File: config.mk
export PLATFORM = sky130hd
export DESIGN_NAME = mux2_arbiter_flat
export DESIGN_NICKNAME = d
export VERILOG_FILES = /design/src/rtl/mux2_arbiter_pkg.sv /design/src/rtl/mux2_arbiter_if.sv /design/src/rtl/mux2_arbiter_hold_counter.sv /design/src/rtl/mux2_arbiter.sv /design/src/flat_wrapper.sv
export SDC_FILE = /design/constraint.sdc
export NUM_CORES = 1
export LEC_CHECK = 0
export ABC_CLOCK_PERIOD_IN_PS = 3200
export BUFFER_PORTS_ARGS = -buffer_cell sky130_fd_sc_hd__buf_4
export CAP_MARGIN = 5
export CELL_PAD_IN_SITES_DETAIL_PLACEMENT = 0
export CELL_PAD_IN_SITES_GLOBAL_PLACEMENT = 1
export CORE_MARGIN = 3
export CORE_UTILIZATION = 25
export CTS_CLUSTER_DIAMETER = 80
export CTS_CLUSTER_SIZE = 30
export DETAILED_ROUTE_END_ITERATION = 8
export PLACE_DENSITY_LB_ADDON = 0.1
export SLEW_MARGIN = 20
export SYNTH_ARGS = -nofsm -noshare
export SYNTH_HDL_FRONTEND = slang
export SYNTH_HIERARCHICAL = 1
export SYNTH_SLANG_ARGS = --single-unit
File: constraint.sdc
create_clock -name clk -period 3.2 [get_ports clk]
set_clock_uncertainty 0.1 [all_clocks]
set_input_delay 0.48 -clock clk [delete_from_list [all_inputs] [get_ports clk]]
set_output_delay 0.48 -clock clk [all_outputs]
set_load 0.005 [all_outputs]
File: src/rtl/mux2_arbiter_pkg.sv
// rtl/mux2_arbiter_pkg.sv - shared state encodings, select constants and winner pick
// No ports. Holds the FSM state type, the mux select values and the arbitration helper.
package mux2_arbiter_pkg;

  typedef enum logic [1:0] {
    ST_IDLE  = 2'd0,
    ST_SETUP = 2'd1,
    ST_GRANT = 2'd2
  } state_t;

  localparam logic SEL_A = 1'b0;  // mux input a, requester 0
  localparam logic SEL_B = 1'b1;  // mux input b, requester 1

  // A tie goes to whichever requester was not the last owner; a lone
  // requester wins outright (req1 alone -> B, otherwise A).
  function automatic logic pick_winner(input logic r0, input logic r1, input logic last);
    return (r0 && r1) ? ~last : r1;
  endfunction

endpackage

File: src/rtl/mux2_arbiter_if.sv
// rtl/mux2_arbiter_if.sv - requester/mux-control bundle between the sources and the arbiter
// Signals: req0/req1 requests in; gnt0/gnt1 grants, sel mux select, en_ active-low
// mux enable and busy out of the arbiter.
interface mux2_arbiter_if;
  logic req0;
  logic req1;
  logic gnt0;
  logic gnt1;
  logic sel;
  logic en_;
  logic busy;

  // Requester / stimulus side.
  modport master (
    output req0, req1,
    input  gnt0, gnt1, sel, en_, busy
  );

  // Arbiter side.
  modport slave (
    input  req0, req1,
    output gnt0, gnt1, sel, en_, busy
  );
endinterface

File: src/rtl/mux2_arbiter_hold_counter.sv
// rtl/mux2_arbiter_hold_counter.sv - saturating ownership-length counter with preemption flag
// Ports: clk, rst_ (async active-low), clr (zero the count), inc (count one GRANT cycle),
// term (count sits at MAXHOLD-1; never set when MAXHOLD is 0).
module mux2_arbiter_hold_counter #(
  parameter int MAXHOLD = 16,
  parameter int CNTW    = 5
) (
  input  logic clk,
  input  logic rst_,
  input  logic clr,
  input  logic inc,
  output logic term
);

  localparam logic [CNTW-1:0] MAX_VAL  = CNTW'(MAXHOLD);
  localparam logic [CNTW-1:0] TERM_VAL = (MAXHOLD > 0) ? CNTW'(MAXHOLD - 1) : '0;
  localparam bit              PREEMPT  = (MAXHOLD > 0);

  logic [CNTW-1:0] cnt_q, cnt_d;

  always_comb begin
    cnt_d = cnt_q;
    if (clr) begin
      cnt_d = '0;
    end else if (inc && (cnt_q != MAX_VAL)) begin
      cnt_d = cnt_q + 1'b1;
    end
  end

  always_ff @(posedge clk or negedge rst_) begin
    if (!rst_) begin
      cnt_q <= '0;
    end else begin
      cnt_q <= cnt_d;
    end
  end

  assign term = PREEMPT && (cnt_q == TERM_VAL);

endmodule

File: src/rtl/mux2_arbiter.sv
// rtl/mux2_arbiter.sv - round-robin two-source arbiter driving a 74LS157-style mux
// Ports: clk, rst_ (async active-low), bus (slave modport: req0/req1 in;
// gnt0/gnt1, sel, en_, busy out). All outputs come straight from flops.
module mux2_arbiter
  import mux2_arbiter_pkg::*;
#(
  parameter int MAXHOLD = 16,
  parameter int CNTW    = 5
) (
  input  logic           clk,
  input  logic           rst_,
  mux2_arbiter_if.slave  bus
);

  state_t state_q, state_d;
  logic   sel_q,  sel_d;
  logic   en_n_q, en_n_d;
  logic   gnt0_q, gnt0_d;
  logic   gnt1_q, gnt1_d;
  logic   last_q, last_d;
  logic   cnt_clr, cnt_inc, hold_term;
  logic   own_req, oth_req;

  mux2_arbiter_hold_counter #(
    .MAXHOLD (MAXHOLD),
    .CNTW    (CNTW)
  ) u_hold (
    .clk  (clk),
    .rst_ (rst_),
    .clr  (cnt_clr),
    .inc  (cnt_inc),
    .term (hold_term)
  );

  // sel always names the current candidate/owner from SETUP onward.
  assign own_req = (sel_q == SEL_B) ? bus.req1 : bus.req0;
  assign oth_req = (sel_q == SEL_B) ? bus.req0 : bus.req1;

  always_comb begin
    state_d = state_q;
    sel_d   = sel_q;
    en_n_d  = en_n_q;
    gnt0_d  = gnt0_q;
    gnt1_d  = gnt1_q;
    last_d  = last_q;
    cnt_clr = 1'b0;
    cnt_inc = 1'b0;
    unique case (state_q)
      ST_IDLE: begin
        if (bus.req0 || bus.req1) begin
          sel_d   = pick_winner(bus.req0, bus.req1, last_q);
          state_d = ST_SETUP;
        end
      end
      ST_SETUP: begin
        if (!own_req) begin
          state_d = ST_IDLE;  // requester gave up before its grant
        end else begin
          state_d = ST_GRANT;
          en_n_d  = 1'b0;
          gnt0_d  = (sel_q == SEL_A);
          gnt1_d  = (sel_q == SEL_B);
          last_d  = sel_q;
          cnt_clr = 1'b1;
        end
      end
      ST_GRANT: begin
        // Release outranks preemption; the waiter then goes via IDLE.
        if (!own_req) begin
          state_d = ST_IDLE;
          en_n_d  = 1'b1;
          gnt0_d  = 1'b0;
          gnt1_d  = 1'b0;
        end else if (oth_req && hold_term) begin
          state_d = ST_SETUP;
          sel_d   = ~sel_q;  // safe: en_ goes high at this same edge
          en_n_d  = 1'b1;
          gnt0_d  = 1'b0;
          gnt1_d  = 1'b0;
        end else begin
          cnt_inc = 1'b1;
        end
      end
      default: begin
        state_d = ST_IDLE;
        en_n_d  = 1'b1;
        gnt0_d  = 1'b0;
        gnt1_d  = 1'b0;
      end
    endcase
  end

  always_ff @(posedge clk or negedge rst_) begin
    if (!rst_) begin
      state_q <= ST_IDLE;
      sel_q   <= SEL_A;
      en_n_q  <= 1'b1;
      gnt0_q  <= 1'b0;
      gnt1_q  <= 1'b0;
      last_q  <= SEL_B;  // requester 0 wins the first tie
    end else begin
      state_q <= state_d;
      sel_q   <= sel_d;
      en_n_q  <= en_n_d;
      gnt0_q  <= gnt0_d;
      gnt1_q  <= gnt1_d;
      last_q  <= last_d;
    end
  end

  assign bus.gnt0 = gnt0_q;
  assign bus.gnt1 = gnt1_q;
  assign bus.sel  = sel_q;
  assign bus.en_  = en_n_q;
  assign bus.busy = (state_q != ST_IDLE);

  a_gnt_excl: assert property (@(posedge clk) disable iff (!rst_) !(gnt0_q && gnt1_q));
  a_en_gnt:   assert property (@(posedge clk) disable iff (!rst_) (!en_n_q) == (gnt0_q || gnt1_q));

endmodule

File: src/flat_wrapper.sv
// flat-port wrapper written by rule: the top's interface ports become plain ports
module mux2_arbiter_flat import mux2_arbiter_pkg::*;
#(
  parameter int MAXHOLD = 16,
  parameter int CNTW    = 5
)
  (clk, rst_, bus_req0, bus_req1, bus_gnt0, bus_gnt1, bus_sel, bus_en_, bus_busy);
  mux2_arbiter_if bus_i ();
  input  logic clk;
  input  logic rst_;
  input wire logic [$bits(bus_i.req0)-1:0] bus_req0;
  input wire logic [$bits(bus_i.req1)-1:0] bus_req1;
  output wire logic [$bits(bus_i.gnt0)-1:0] bus_gnt0;
  output wire logic [$bits(bus_i.gnt1)-1:0] bus_gnt1;
  output wire logic [$bits(bus_i.sel)-1:0] bus_sel;
  output wire logic [$bits(bus_i.en_)-1:0] bus_en_;
  output wire logic [$bits(bus_i.busy)-1:0] bus_busy;
  assign bus_i.req0 = bus_req0;
  assign bus_i.req1 = bus_req1;
  assign bus_gnt0 = bus_i.gnt0;
  assign bus_gnt1 = bus_i.gnt1;
  assign bus_sel = bus_i.sel;
  assign bus_en_ = bus_i.en_;
  assign bus_busy = bus_i.busy;
  mux2_arbiter #(.MAXHOLD(MAXHOLD), .CNTW(CNTW)) u_core (.clk(clk), .rst_(rst_), .bus(bus_i));
endmodule
## Word level (Yosys, flattened, before mapping)

Cells that the tools add are included.

| storage, ports and cells | value |
|---|---|
| register bits | 12 |
| output and inout bits | 5 |
| word-level logic and storage cells | 61 |

| cells by class | value |
|---|---|
| $add $sub $neg | 1 |
| equality and inequality tests | 9 |
| mux-type cells | 29 |
| bitwise gates (word level) | 3 |
| reductions and logical operators | 12 |

Operator list:

| cell | number |
|---|---|
| $mux W1 | 18 |
| $mux W5 | 2 |
| $pmux W1 S3 | 3 |
| $mux W2 | 4 |
| $ne A2 B1 Y1 const B | 4 |
| $pmux W2 S3 | 1 |
| $reduce_bool A2 Y1 | 3 |
| $add A5 B1 Y5 const B | 1 |
| $eq A5 B4 Y1 const B | 1 |
| $ne A5 B5 Y1 const B | 1 |
| $reduce_and A2 Y1 | 2 |
| $reduce_and A4 Y1 | 1 |
| $logic_and A1 B1 Y1 | 3 |
| $ne A3 B3 Y1 const B | 1 |
| $not A1 Y1 | 3 |
| $reduce_and A3 Y1 | 1 |
| $eq A2 B1 Y1 const B | 1 |
| $eq A2 B2 Y1 const B | 1 |
| $logic_not A2 Y1 | 1 |
| $pmux W1 S2 | 1 |
| $logic_or A1 B1 Y1 | 1 |

## Depth between registers and ports, before layout

| depth | value |
|---|---|
| word-level depth | 8 |
| mapped depth | 9 |
| mapped depth without buffers | 9 |

## By module

Netlist, hierarchy kept.

Modules (own cells, without submodules):

| module | times used | cells an instance | area each (um^2) | seq. area each (um^2) |
|---|---|---|---|---|
| mux2_arbiter | 1 | 33 | 360.3 | 177.7 |
| mux2_arbiter_hold_counter | 1 | 30 | 292.8 | 125.1 |

## Worst setup path before layout

Ideal clock, no wire load.

| timing path | value |
|---|---|
| path kind | register -> register |
| start | reg u_core.u_hold.cnt_q[0] |
| end | reg u_core.u_hold.cnt_q[0] |
| setup time | 125 ps |
| arrival | 1778 ps |
| data required time | 2975 ps |
| path slack | 1197 ps |
| cell stages (with the launch flop) | 9 |
| buffers on the path | 0 |
| path through | dfrtp_1 -> ha_1 -> and3_1 -> ha_1 -> nand3_1 -> nand3b_1 -> inv_1 -> o31a_1 -> mux2_4 |

| on the way | value |
|---|---|
| word-level cells in the longest chain between the ends | 7 |
| elaborated cells on any way between the ends | 11 |
| classes of those cells | 1 x add/sub; 2 x eq/ne; 5 x mux; 3 x reduce/logical |

RTL lines:

| what | RTL line | RTL |
|---|---|---|
| start: declaration | mux2_arbiter_hold_counter.sv:19 | `logic [CNTW-1:0] cnt_q, cnt_d;` |
| start signal: assignment | mux2_arbiter_hold_counter.sv:34 | `cnt_q <= cnt_d;` |
| $eq A5 B4 Y1 | mux2_arbiter_hold_counter.sv:38 | `assign term = PREEMPT && (cnt_q == TERM_VAL);` |
| via u_core.hold_term | mux2_arbiter.sv:21 | `logic cnt_clr, cnt_inc, hold_term;` |
| $logic_and A1 B1 Y1 | mux2_arbiter.sv:74 | `end else if (oth_req && hold_term) begin` |
| $mux W1 | mux2_arbiter.sv:74 |  |
| $mux W1 | mux2_arbiter.sv:69 | `if (!own_req) begin` |
| $mux W1 | mux2_arbiter.sv:48 | `unique case (state_q)` |
| via u_core.cnt_inc | mux2_arbiter.sv:21 |  |
| $logic_and A1 B1 Y1 | mux2_arbiter_hold_counter.sv:25 | `end else if (inc && (cnt_q != MAX_VAL)) begin` |
| $reduce_bool A2 Y1 (no source line) | n/a |  |

The timed path passes the listed nets, and every way through them passes these cells. The select of a mux whose other input is x is not followed.
A chain may end at the register's enable or synchronous reset.

## Worst setup path in the final report

Same ends and word-level chain as after synthesis.

==> summary.md <==
| Metric | Value |
|---|---|
| Hold EP | u_core/bus.gnt1 |
| Via count | 475 |
| Num CTS Buffers | 3 |
| Die width | 57.1 um |
| Critical path type | reg2reg |
| # diodes | 0 |
| Setup crit end kind | flip-flop |
| Most Frequent Cell on Critical Path | ha_1 |
| GRT Util Overall | 8.86% |
| Seq/Total Area, Yosys | 46.4% |
| First-pass GRT wire length | 2240 um |
| Residual overflow from global routing | 0 |
| CTS tree | done |
| Layout cell share with drive strength beyond 1 | 24.0% |
| GP Congestion | 0.682 |
| Worst Path Required | 3250 ps |
| Reg clk slew, reported paths | 70 ps |
| Yosys cell types | 26 |
| Hold Vio Cnt, Final | 0 |
| Peak Freq | 460 MHz |
| Clock Tree Root | clkbuf_4 |
| Syn. warnings | 6 |
| Initial antenna violation count | 0 |
| Pin count of the biggest net entering global routing | 13 |
| PwrDens | 839 nW/um^2 |
| Clk_lat worst skew | 260 ps |
| Die area | 3260 um^2 |
| DP Cell Count | 99 |
| Syn Nets | 70 |
| Routed wire length | 1290 um |
| Worst VDD drop | 0.340 mV |
| Vias in the first global route | 468 |
| Pins Over Slew Limit | 0 |
| Commonest non-fill, non-tap cell in the layout | dfrtp_1 |
| Measured slew at the worst slew-check pin | 224 ps |
| R2R Path End | u_core/u_hold/cnt_q[0] |
| CTS Buffer Depth | 2 |
| Mapped Area | 653 um^2 |
| Final Critical Period | 2170 ps |
| Via-to-Cell Ratio | 4.61 |
| Sequential cell area | 303 um^2 |
| Slew HR | 85.0% |
| Critical path peak fanout | 5 |
| Synth top area share | 38.3% |
| Final period util | 68.0% |
| Post-route DRC | 0 |
| # fillers | 252 |
| Post-Layout Cell Count | 103 |
| RSZ-0062 raised after global routing | no |
| Most frequent cells in the layout | dfrtp_1, buf_4, inv_1, nor2_1 |
| Hold Crit Class | in2reg |
| Synth Instances | 63 |
| I/O Buffers | 8 |
| Startpoint Class | flip-flop |
| Reg2reg start | u_core/u_hold/cnt_q[0] |
| Post-route antenna net violation count | 0 |
| CTS sink count | 12 |
| Setup violations, final | 0 |
| Leakage | 0.361 nW |
| Routed WL per cell | 12.5 um |
| Crit path DAT | 2230 ps |
| TritonRoute pass-1 iters | 3 |
| Area leader, netlist | dfrtp_1 |
| Clock H-tree levels | 1 |
| Initial cell density of the core | 27.9% |
| Site Rows | 17 |
| Max-cap violations | 0 |
| Nets@finish | 84 |
| Sum Neg Setup Slack | 0 ps |
| Crit-path cells | ha_1, and3_1, ha_1, nand3_1, nand3b_1, inv_1, o31a_1, mux2_4 |
| Status | complete, no violations |
| Area growth from synthesis to layout | 19.5% |
| Ranking of synthesized cells by area | dfrtp_1, dfstp_2, ha_1 |
| Reg2Reg Depth | 8 |
| Area of the multi-input gates | 328 um^2 |
| Initial drt markers | 4 |
| Seq cells post-synth | 12 |
| Core ar. | 2340 um^2 |
| Die height | 57.1 um |
| HPWL Detailed | 961 um |
| # IOs | 9 |
| CP max stage cell | dfrtp_1 |
| R2R Setup Slk | 1030 ps |
| Max incr delay on CP | 410 ps |
| Setup bufs post-CTS | 0 |
| Syn avg cell area | 10.4 um^2 |
| Hold Path Origin | bus_req1 |
| Hold Path Cell Cnt | 2 |
final cells by class:
type,count,area share [%]
Tap cell,28,4.49
Multi-Input combinational cell,45,42.0
Timing Repair Buffer,9,8.97
Clock buffer,3,2.88
Sequential cell,12,38.8
Inverter,6,2.88
timing repair:
action | in CTS | in global routing
hold endpoints to repair | 10 | 0
resized for setup | 0 | 0
hold buffers | 1 | 0
power breakdown:
group          total (W)  internal (W)  switching (W)
logic           0.000286      0.000162       0.000123
registers       0.000280      0.000218      0.0000619
clock network  0.0000901     0.0000435      0.0000466
cells by family (layout without fill, tap and decap cells):
| logic type | Yosys count | in the layout | synth area share [%] |
|---|---|---|---|
| AOI/OAI and AO/OA | 14 | 14 | 16.3 |
| xor gates and xnor gates | 1 | 1 | 1.34 |
| adders and majority gates | 3 | 3 | 5.75 |
| buffers and inverters | 6 | 18 | 3.45 |
| DFF | 12 | 12 | 46.4 |
| muxes | 5 | 5 | 9.20 |
| and+or+nand+nor | 22 | 22 | 17.6 |
Yosys cell counts:
cell and count:
nand2_1 4, o31a_1 1, a21oi_1 4, nand2b_1 4, nand3_1 1, a31o_2 1
inv_1 6, o21bai_1 1, mux2i_1 3, and3_1 1, a21boi_0 2, nor2b_1 1
and2_2 1, nand3b_1 2, ha_1 3, nand4_1 1, or2_2 1, a32o_1 2
nor2_1 6, xor2_1 1, mux2_4 2, a21bo_1 1, a211oi_1 1, o2111ai_1 1
dfstp_2 2, dfrtp_1 10
per-layer routing:
metal | global-route usage (%) | up-vias | part of all wire (%)
li1 | - | 247 | -
met1 | 12.3 | 220 | 50
met2 | 12.1 | 8 | 44
met3 | 4.75 | 0 | 5.7
met4 | 1.99 | 0 | 0
met5 | 0 | - | 0
sequential cells by signal, indices dropped and copies added (netlist names):
signal and flops:
u_core/last_q 1, u_core/bus.en_ 1, u_core/state_q 2, u_core/bus.gnt1 1, u_core/bus.gnt0 1, u_core/bus.sel 1
u_core/u_hold/cnt_q 5
critical path: cells and delay by family, from the launching register on:
family / cells / cell delay (ps)
buffers and inverters: 1 / 160
DFF: 1 / 410
and+or+nand+nor: 3 / 430
adders and majority gates: 2 / 400
AOI/OAI and AO/OA: 1 / 240
muxes: 1 / 310
through the flow:
stage | setup slack, ps | cell area (um^2) | util [%] | total power, W | hold WS, ps
4_1_cts | 1000 | 781 | 33.4 | 0.000668 | 405
5_1_grt | 840 | 781 | 33.4 | 0.000720 | 412
6_report | 1030 | 781 | 33.4 | 0.000655 | 415
2_1_floorplan | 1200 | 653 | - | 0.000465 | 84.4
3_5_place_dp | 1020 | 748 | 32.0 | 0.000571 | 235
3_3_place_gp | 1020 | 748 | 32.0 | 0.000573 | 235
how the worst max path moves through the flow:
stage | startpoint | end | slack, ps | cells past startpoint
2_1_floorplan | u_core/u_hold/cnt_q[0] | u_core/u_hold/cnt_q[0] | 1200 | 8
3_3_place_gp | u_core/u_hold/cnt_q[1] | u_core/u_hold/cnt_q[0] | 1020 | 8
3_5_place_dp | u_core/u_hold/cnt_q[0] | u_core/u_hold/cnt_q[0] | 1020 | 8
4_1_cts | u_core/u_hold/cnt_q[0] | u_core/u_hold/cnt_q[0] | 1000 | 8
5_1_grt | u_core/u_hold/cnt_q[1] | u_core/u_hold/cnt_q[0] | 840 | 8
6_report | u_core/u_hold/cnt_q[0] | u_core/u_hold/cnt_q[0] | 1030 | 8
No activity file was read; power rests on OpenSTA's default activity.
